**src/rtl/div3_serial_engine.sv**
```systemverilog
// Bit-serial divide-by-3 engine.
// Takes a WIDTH-bit dividend plus a 2-bit high-order residue and divides
// (in_rem*2^WIDTH + in_data) by 3, one bit per clock, MSB first.
// The quotient builds up in place in the shift register. The remainder output
// can be fed back into in_rem so that multi-word operands divide word by word.
module div3_serial_engine #(
  parameter int WIDTH = 8
) (
  input  logic             clk,
  input  logic             rst_n,
  input  logic             in_valid,
  output logic             in_ready,
  input  logic [WIDTH-1:0] in_data,
  input  logic [1:0]       in_rem,
  output logic             out_valid,
  input  logic             out_ready,
  output logic [WIDTH-1:0] quot,
  output logic [1:0]       rem,
  output logic             busy
);

  localparam int CNT_W = (WIDTH > 2) ? $clog2(WIDTH) : 1;
  localparam logic [CNT_W-1:0] LAST = CNT_W'(WIDTH - 1);

  typedef enum logic [1:0] {
    IDLE = 2'd0,
    BUSY = 2'd1,
    DONE = 2'd2
  } state_t;

  state_t           state, state_nxt;
  logic [WIDTH-1:0] sreg;
  logic [1:0]       rreg;
  logic [CNT_W-1:0] cnt;

  logic             accept;
  logic             release_out;
  logic             last_bit;
  logic             x;
  logic             q_bit;
  logic [1:0]       r_nxt;
  logic [1:0]       rem_load;
  logic [WIDTH-1:0] sreg_nxt;

  assign accept      = (state == IDLE) && in_valid;
  assign release_out = (state == DONE) && out_ready;
  assign last_bit    = (state == BUSY) && (cnt == LAST);

  // Residue illegal value 3 is folded to 0 so the remainder never holds 3.
  assign rem_load = (in_rem == 2'd3) ? 2'd0 : in_rem;

  // One restoring step of division by 3: combine the residue with the next dividend bit.
  always_comb begin
    x     = sreg[WIDTH-1];
    q_bit = rreg[1] | (rreg[0] & x);
    r_nxt = 2'd0;
    unique case ({rreg, x})
      3'b00_0: r_nxt = 2'd0;
      3'b00_1: r_nxt = 2'd1;
      3'b01_0: r_nxt = 2'd2;
      3'b01_1: r_nxt = 2'd0;
      3'b10_0: r_nxt = 2'd1;
      3'b10_1: r_nxt = 2'd2;
      default: r_nxt = 2'd0;
    endcase
    sreg_nxt = {sreg[WIDTH-2:0], q_bit};
  end

  // FSM state register.
  always_ff @(posedge clk or negedge rst_n) begin
    if (!rst_n) state <= IDLE;
    else        state <= state_nxt;
  end

  // FSM next-state logic.
  always_comb begin
    state_nxt = state;
    unique case (state)
      IDLE:    if (accept)      state_nxt = BUSY;
      BUSY:    if (last_bit)    state_nxt = DONE;
      DONE:    if (release_out) state_nxt = IDLE;
      default:                  state_nxt = IDLE;
    endcase
  end

  // FSM outputs are pure decodes of the state register.
  always_comb begin
    in_ready  = 1'b0;
    busy      = 1'b0;
    out_valid = 1'b0;
    unique case (state)
      IDLE:    in_ready  = 1'b1;
      BUSY:    busy      = 1'b1;
      DONE:    out_valid = 1'b1;
      default: in_ready  = 1'b0;
    endcase
  end

  // Datapath: load on accept, one quotient bit per BUSY cycle.
  always_ff @(posedge clk or negedge rst_n) begin
    if (!rst_n) begin
      sreg <= '0;
      rreg <= 2'd0;
      cnt  <= '0;
    end else if (accept) begin
      sreg <= in_data;
      rreg <= rem_load;
      cnt  <= '0;
    end else if (state == BUSY) begin
      sreg <= sreg_nxt;
      rreg <= r_nxt;
      cnt  <= cnt + 1'b1;
    end
  end

  // Result registers capture on the final bit and hold until the next result,
  // so quot/rem stay stable through backpressure and between operations.
  always_ff @(posedge clk or negedge rst_n) begin
    if (!rst_n) begin
      quot <= '0;
      rem  <= 2'd0;
    end else if (last_bit) begin
      quot <= sreg_nxt;
      rem  <= r_nxt;
    end
  end

endmodule

```
**config.mk**
```make
export PLATFORM = sky130hd
export DESIGN_NAME = div3_serial_engine
export DESIGN_NICKNAME = d
export VERILOG_FILES = /design/src/rtl/div3_serial_engine.sv
export SDC_FILE = /design/constraint.sdc
export NUM_CORES = 1
export LEC_CHECK = 0
export CAP_MARGIN = 20
export CORE_UTILIZATION = 30
export CTS_BUF_LIST = sky130_fd_sc_hd__clkbuf_2
export DETAILED_ROUTE_END_ITERATION = 10
export PLACE_DENSITY = 0.63
export SLEW_MARGIN = 40
export SYNTH_ARGS = -nofsm -noshare
export SYNTH_HDL_FRONTEND = slang
export SYNTH_SLANG_ARGS = --single-unit
```
**constraint.sdc**
```tcl
create_clock -name clk -period 2.6 [get_ports clk]
set_input_delay 0.26 -clock clk [delete_from_list [all_inputs] [get_ports clk]]
set_output_delay 0.26 -clock clk [all_outputs]
set_load 0.02 [all_outputs]
```
==> results of run 1 <==
[state kept, by name, indices dropped and copies added, names as in the netlist]
name and count:
rreg 2, quot 8, sreg 8, cnt 3, rem 2, state 2
[layout make-up]
type / instances / share of cell area, %
tap: 48 / 4.013
clock buffer: 4 / 1.338
sequential: 25 / 41.81
timing repair buffer: 29 / 18.90
multi-input combinational: 72 / 33.19
inverter: 3 / 0.7525
[per-layer routing]
layer | up-vias | part of all wire [%] | track usage (%)
li1 | 435 | - | -
met1 | 424 | 49 | 19.03
met2 | 35 | 45 | 19.87
met3 | 2 | 4.6 | 1.585
met4 | 0 | 1.1 | 6.667
met5 | - | 0 | 0
[power by group through the flow]
| stage | clock network, mW | logic [mW] | registers [mW] |
|---|---|---|---|
| after floorplan | 0 | 0.429 | 0.740 |
| after global placement | 0 | 0.733 | 0.695 |
| after detailed placement | 0 | 0.743 | 0.706 |
| after CTS | 0.159 | 0.751 | 0.696 |
| after global routing | 0.179 | 0.817 | 0.727 |
| final | 0.155 | 0.749 | 0.696 |
[logic make-up after synthesis]
family          Yosys count  share of synthesized area (%)
compound gates           37                          19.17
simple gates             25                          12.57
flops                    25                          53.25
buf+inv                   9                          4.472
mux                       7                          7.667
fa+ha+maj                 2                          2.130
xor+xnor                  1                         0.7456
[Yosys cell counts, drive strengths merged]
master / instances / share of area [%]
dfrtp: 25 / 53
o21ai: 13 / 5.5
a21oi: 11 / 4.7
mux2: 7 / 7.7
nand2: 7 / 2.2
nor2b: 7 / 3.7
a22oi: 6 / 3.8
nor2: 6 / 1.9
buf: 4 / 2.8
inv: 3 / 0.96
a22o: 2 / 1.5
and3b: 2 / 1.5
clkbuf: 2 / 0.74
ha: 2 / 2.1
a32oi: 1 / 0.75
nand2b: 1 / 0.53
nand3b: 1 / 1.7
nand4bb: 1 / 0.96
o211ai: 1 / 0.64
o21bai: 1 / 0.64
o221a: 1 / 0.96
o31ai: 1 / 0.64
xor2: 1 / 0.75
[metrics by stage]
stage | total power, mW | instance area, um^2
after floorplan | 1.169 | 1175
after global routing | 1.723 | 1496
after CTS | 1.606 | 1496
after global placement | 1.428 | 1476
after detailed placement | 1.448 | 1476
final | 1.600 | 1496
[worst register-to-register path, delay by kind of cell (launching register included)]
family | cells | cell delay, ns
flops | 1 | 0.46
simple gates | 1 | 0.21
mux | 1 | 0.36
fa+ha+maj | 2 | 0.43
[final timing paths]
kind | startpoint | endpoint
setup / recovery | state[1] | busy
hold / removal | rst_n | cnt[2]
setup reg to reg | cnt[0] | quot[1]
hold reg to reg | rem[0] | rem[0]
max in group asynchronous | rst_n | quot[1]
min in group clk | out_ready | state[1]
==> impl_metrics.yaml, run 1 <==
clock_tree:
  post_cts_buffers: 0
  postCtsHoldBufs: 0
  clock_sinks: 25
  cts_buffers: 3
  clockBufferDepth: 2
  clk_pin_slew_ns: 0.24
  clkLatencyLatePin_ns: 0.34
  cts_tree: "built"
  cts_resized: 0
  cts-root-buf: "clkbuf_2"
  cts_max_level: 1
placement:
  post-place-ws_ns: 0.7621
  gp_congestion: 0.7725
  dp_cells: 177
  io_buffers: 26
  place_hpwl_um: 1787
floorplanning:
  chipWidth_um: 64.58
  dieArea_um2: 4171
  num_rows: 22
  start_util_pct: 31.62
  die_y_um: 64.58
  io_pins: 27
  core-area_um2: 3716
routing:
  vias: 896
  drc_errors: 0
  wl_um: 2540
  wire_per_inst_um: 14.03
  ant_nets: 0
  drt_iter0_drc: 49
  vias_per_cell: 4.950
  detailedRoute.firstPassIterationCount: 5
power:
  p_sw_share_pct: 38.78
  p_int_mw: 0.9796
  switchingPower_mw: 0.6205
  pwr-share-seq_pct: 43.5
  p_per_area_nw_per_um2: 1069
  p_comb_share_pct: 46.8
  p_leak_nw: 0.6599
  ir_worst_vdd_v: 0.0003842
  pwr-share-clk_pct: 9.7
run_status:
  status: "completed"
timing:
  fmax_mhz: 440.2
  whs_ns: 0.2347
  slew_headroom_pct: 67.12
  drv_slew: 0
  layout_setup_ws_ns: 0.3281
  post-route-min-period_ns: 2.272
  setup-tns-final_ns: 0
  setup_violations: 0
  hold_violations: 0
  fin_crit_sh_pct: 87.38
  worstMarginPinSlew_ns: 0.4922
  fin_skew_ns: 0.01223
  grt_setup_unrepaired: "false"
grt:
  antenna_found_initial: 0
  grt_pass1_wl_um: 4243
  grt_max_degree: 26
  overflow: 0
  grt_pass1_vias: 840
  grt_usage_pct: 13.38
logic_synthesis:
  synth.distinct_cells: 27
  syn_avg_cell_area_um2: 11.08
  ys_seq_area_share_pct: 53.25
  ys_warn_count: 0
  synth_cells: 106
  syn_nets: 122
  synthesis.area_um2: 1175
  synth_seq_cells: 25
min_path:
  hold_path_class: "in2async"
critical_path:
  cp-end-kind: "output port"
  path_class: "reg2out"
  path_depth: 4
  cp.buffers_inverters: 3
  worstPathCellList: "inv_1 > nand2_1 > inv_2 > clkdlybuf4s50_1"
  reg2reg_depth: 4
  reg2reg_slack_ns: 1.06
  cp_top_family: "buffers and inverters"
  critical_path.slowest_cell: "clkdlybuf4s50_1"
  cp.arrival_ns: 2.01
  required_ns: 2.34
  cp_slowest_stage_delay_ns: 0.64
  crit_fanout: 13
  cp-start-kind: "register"
layout:
  multi_input_area_um2: 496.7
  layout_common_cells: "26 x clkdlybuf4s50_1, 25 x dfrtp_1, 13 x o21ai_0"
  register_area_um2: 625.6
  nets: 150
  drive_gt1_share_pct: 12.78
  post_layout_nonfiller_instances: 181
  final_common_cell: "clkdlybuf4s50_1"
  utilization_pct: 40.27
  antenna_cells: 0
  nFillCells: 372
  area_growth_syn_to_layout_pct: 27.37
job:
  maxCapViolCount: 0
Power figures use the tool's default switching activity.
==> run 2, diff against run 1 <==
Settings changed: DONT_BUFFER_PORTS set to 1, PLACE_DENSITY 0.63 to 0.55.
==> run 2 against run 1 <==
  * Clock skew down 0.0057 ns
  * Global-route usage down 0.69 points
  * Register-to-register slack worse by 0.13 ns
  * Combinational power down 39%
  * Critical path depth down 2
  * Routed wire length down 5.3%
  * Cell area down 16%
  * Sequential power up 15%
  * Fmax up 23%
  * Clock-buffer cell count unchanged
  * Critical endpoint unchanged
==> impl_metrics.yaml, run 2 (same netlist as run 1, synthesis figures left out) <==
grt:
  grt_pass1_vias: 800
  grt_max_degree: 26
  grt_pass1_wl_um: 3981
  overflow: 0
  antenna_found_initial: 0
  grt_usage_pct: 12.69
timing:
  drv_slew: 0
  worstMarginPinSlew_ns: 0.6848
  fin_skew_ns: 0.006485
  setup-tns-final_ns: 0
  grt_setup_unrepaired: "false"
  fin_crit_sh_pct: 70.97
  fmax_mhz: 542.0
  slew_headroom_pct: 54.25
  whs_ns: 0.08138
  post-route-min-period_ns: 1.845
  setup_violations: 0
  hold_violations: 0
clock_tree:
  cts_max_level: 1
  cts_tree: "built"
  clock_sinks: 25
  clk_pin_slew_ns: 0.22
  cts_resized: 0
  cts-root-buf: "clkbuf_2"
  clkLatencyLatePin_ns: 0.33
  cts_buffers: 3
  clockBufferDepth: 2
placement:
  place_hpwl_um: 1706
  gp_congestion: 0.7636
  io_buffers: 0
  dp_cells: 148
power:
  p_sw_share_pct: 41.33
  pwr-share-clk_pct: 10.9
  pwr-share-seq_pct: 56.6
  p_comb_share_pct: 32.5
  p_per_area_nw_per_um2: 1128
  p_leak_nw: 0.5651
  switchingPower_mw: 0.5843
  ir_worst_vdd_v: 0.0003025
  total_power_mw: 1.414
  p_int_mw: 0.8296
job:
  maxCapViolCount: 0
floorplanning:
  chipWidth_um: 64.58
  num_rows: 22
  io_pins: 27
  start_util_pct: 31.62
  die_y_um: 64.58
  core-area_um2: 3716
  dieArea_um2: 4171
routing:
  detailedRoute.firstPassIterationCount: 4
  wl_um: 2406
  drc_errors: 0
  ant_nets: 0
  vias_per_cell: 4.871
  wire_per_inst_um: 15.52
  drt_iter0_drc: 33
  vias: 755
critical_path:
  reg2reg_slack_ns: 0.93
  required_ns: 2.34
  cp-start-kind: "register"
  reg2reg_depth: 3
  cp_top_family: "flip-flops"
  path_class: "reg2out"
  cp.buffers_inverters: 1
  cp-startpoint: "state[0]"
  timing.rr.start: "state[1]"
  critical_path.slowest_cell: "dfrtp_1"
  cp-end-kind: "output port"
  cp.arrival_ns: 1.59
  crit_fanout: 19
  path_depth: 2
  crit_end: "busy"
  worstPathCellList: "nand2_1 > inv_2"
  cp_slowest_stage_delay_ns: 0.75
  worstReg2RegEnd: "sreg[0]"
layout:
  antenna_cells: 0
  area_growth_syn_to_layout_pct: 6.709
  final_common_cell: "dfrtp_1"
  drive_gt1_share_pct: 14.02
  top_regs: "quot (8), sreg (8), cnt (3)"
  layout_common_cells: "25 x dfrtp_1, 13 x o21ai_0, 11 x a21oi_1"
  post_layout_nonfiller_instances: 155
  nets: 124
  utilization_pct: 33.74
min_path:
  hold_path_class: "in2reg"
run_status:
  status: "completed"
==> run 2: changes by cell type in the layout (fill, tap and decap cells not counted), sizes merged <==
| cell | previous run | this run |
|---|---|---|
| dlygate4sd3 | 0 | 2 |
| buf | 3 | 1 |
| clkdlybuf4s50 | 26 | 0 |
==> run 2: final cells by class <==
cell class | instances | area (um^2)
timing repair buffer | 3 | 40.04
multi-input combinational | 72 | 496.7
inverter | 3 | 11.26
sequential | 25 | 625.6
clock buffer | 4 | 20.02
tap | 48 | 60.06
fill | 397 | 2462
==> run 2: layer usage <==
metal	GRT usage, %	share of wire [%]	up-vias
met2	20.39	47	20
met4	6.667	1.1	0
met1	16.01	49	353
met3	2.465	3.5	2
li1	-	-	380
met5	0	0	-
==> run 2: how the worst min path moves through the flow <==
stage               startpoint  endpoint  slack, ns  cells after the start
finish               in_rem[0]   rreg[0]       0.08                      2
global route         in_rem[0]   rreg[0]       0.05                      2
global placement         rst_n    rem[1]      -0.03                      0
floorplan                rst_n    cnt[0]      -0.04                      0
CTS                  in_rem[0]   rreg[0]       0.06                      2
detailed placement       rst_n    rem[1]      -0.03                      0
==> run 2: through the flow <==
stage | worst slack, ns | instance area, um^2
global route | 0.5795 | 1254
global placement | 1.015 | 1194
CTS | 0.7342 | 1254
floorplan | 1.173 | 1175
finish | 0.7549 | 1254
detailed placement | 0.9678 | 1194
==> run 2: what timing repair did <==
action	CTS	global route
buffers inserted	0	0
setup endpoints to repair	0	0
hold endpoints to repair	26	0
hold buffers	3	0
==> run 2: power groups by stage <==
| stage | Combinational [mW] | Sequential [mW] | Clock, mW |
|---|---|---|---|
| floorplan | 0.429 | 0.740 | 0 |
| global placement | 0.437 | 0.806 | 0 |
| detailed placement | 0.450 | 0.814 | 0 |
| CTS | 0.470 | 0.803 | 0.164 |
| global route | 0.528 | 0.834 | 0.180 |
| finish | 0.459 | 0.801 | 0.154 |
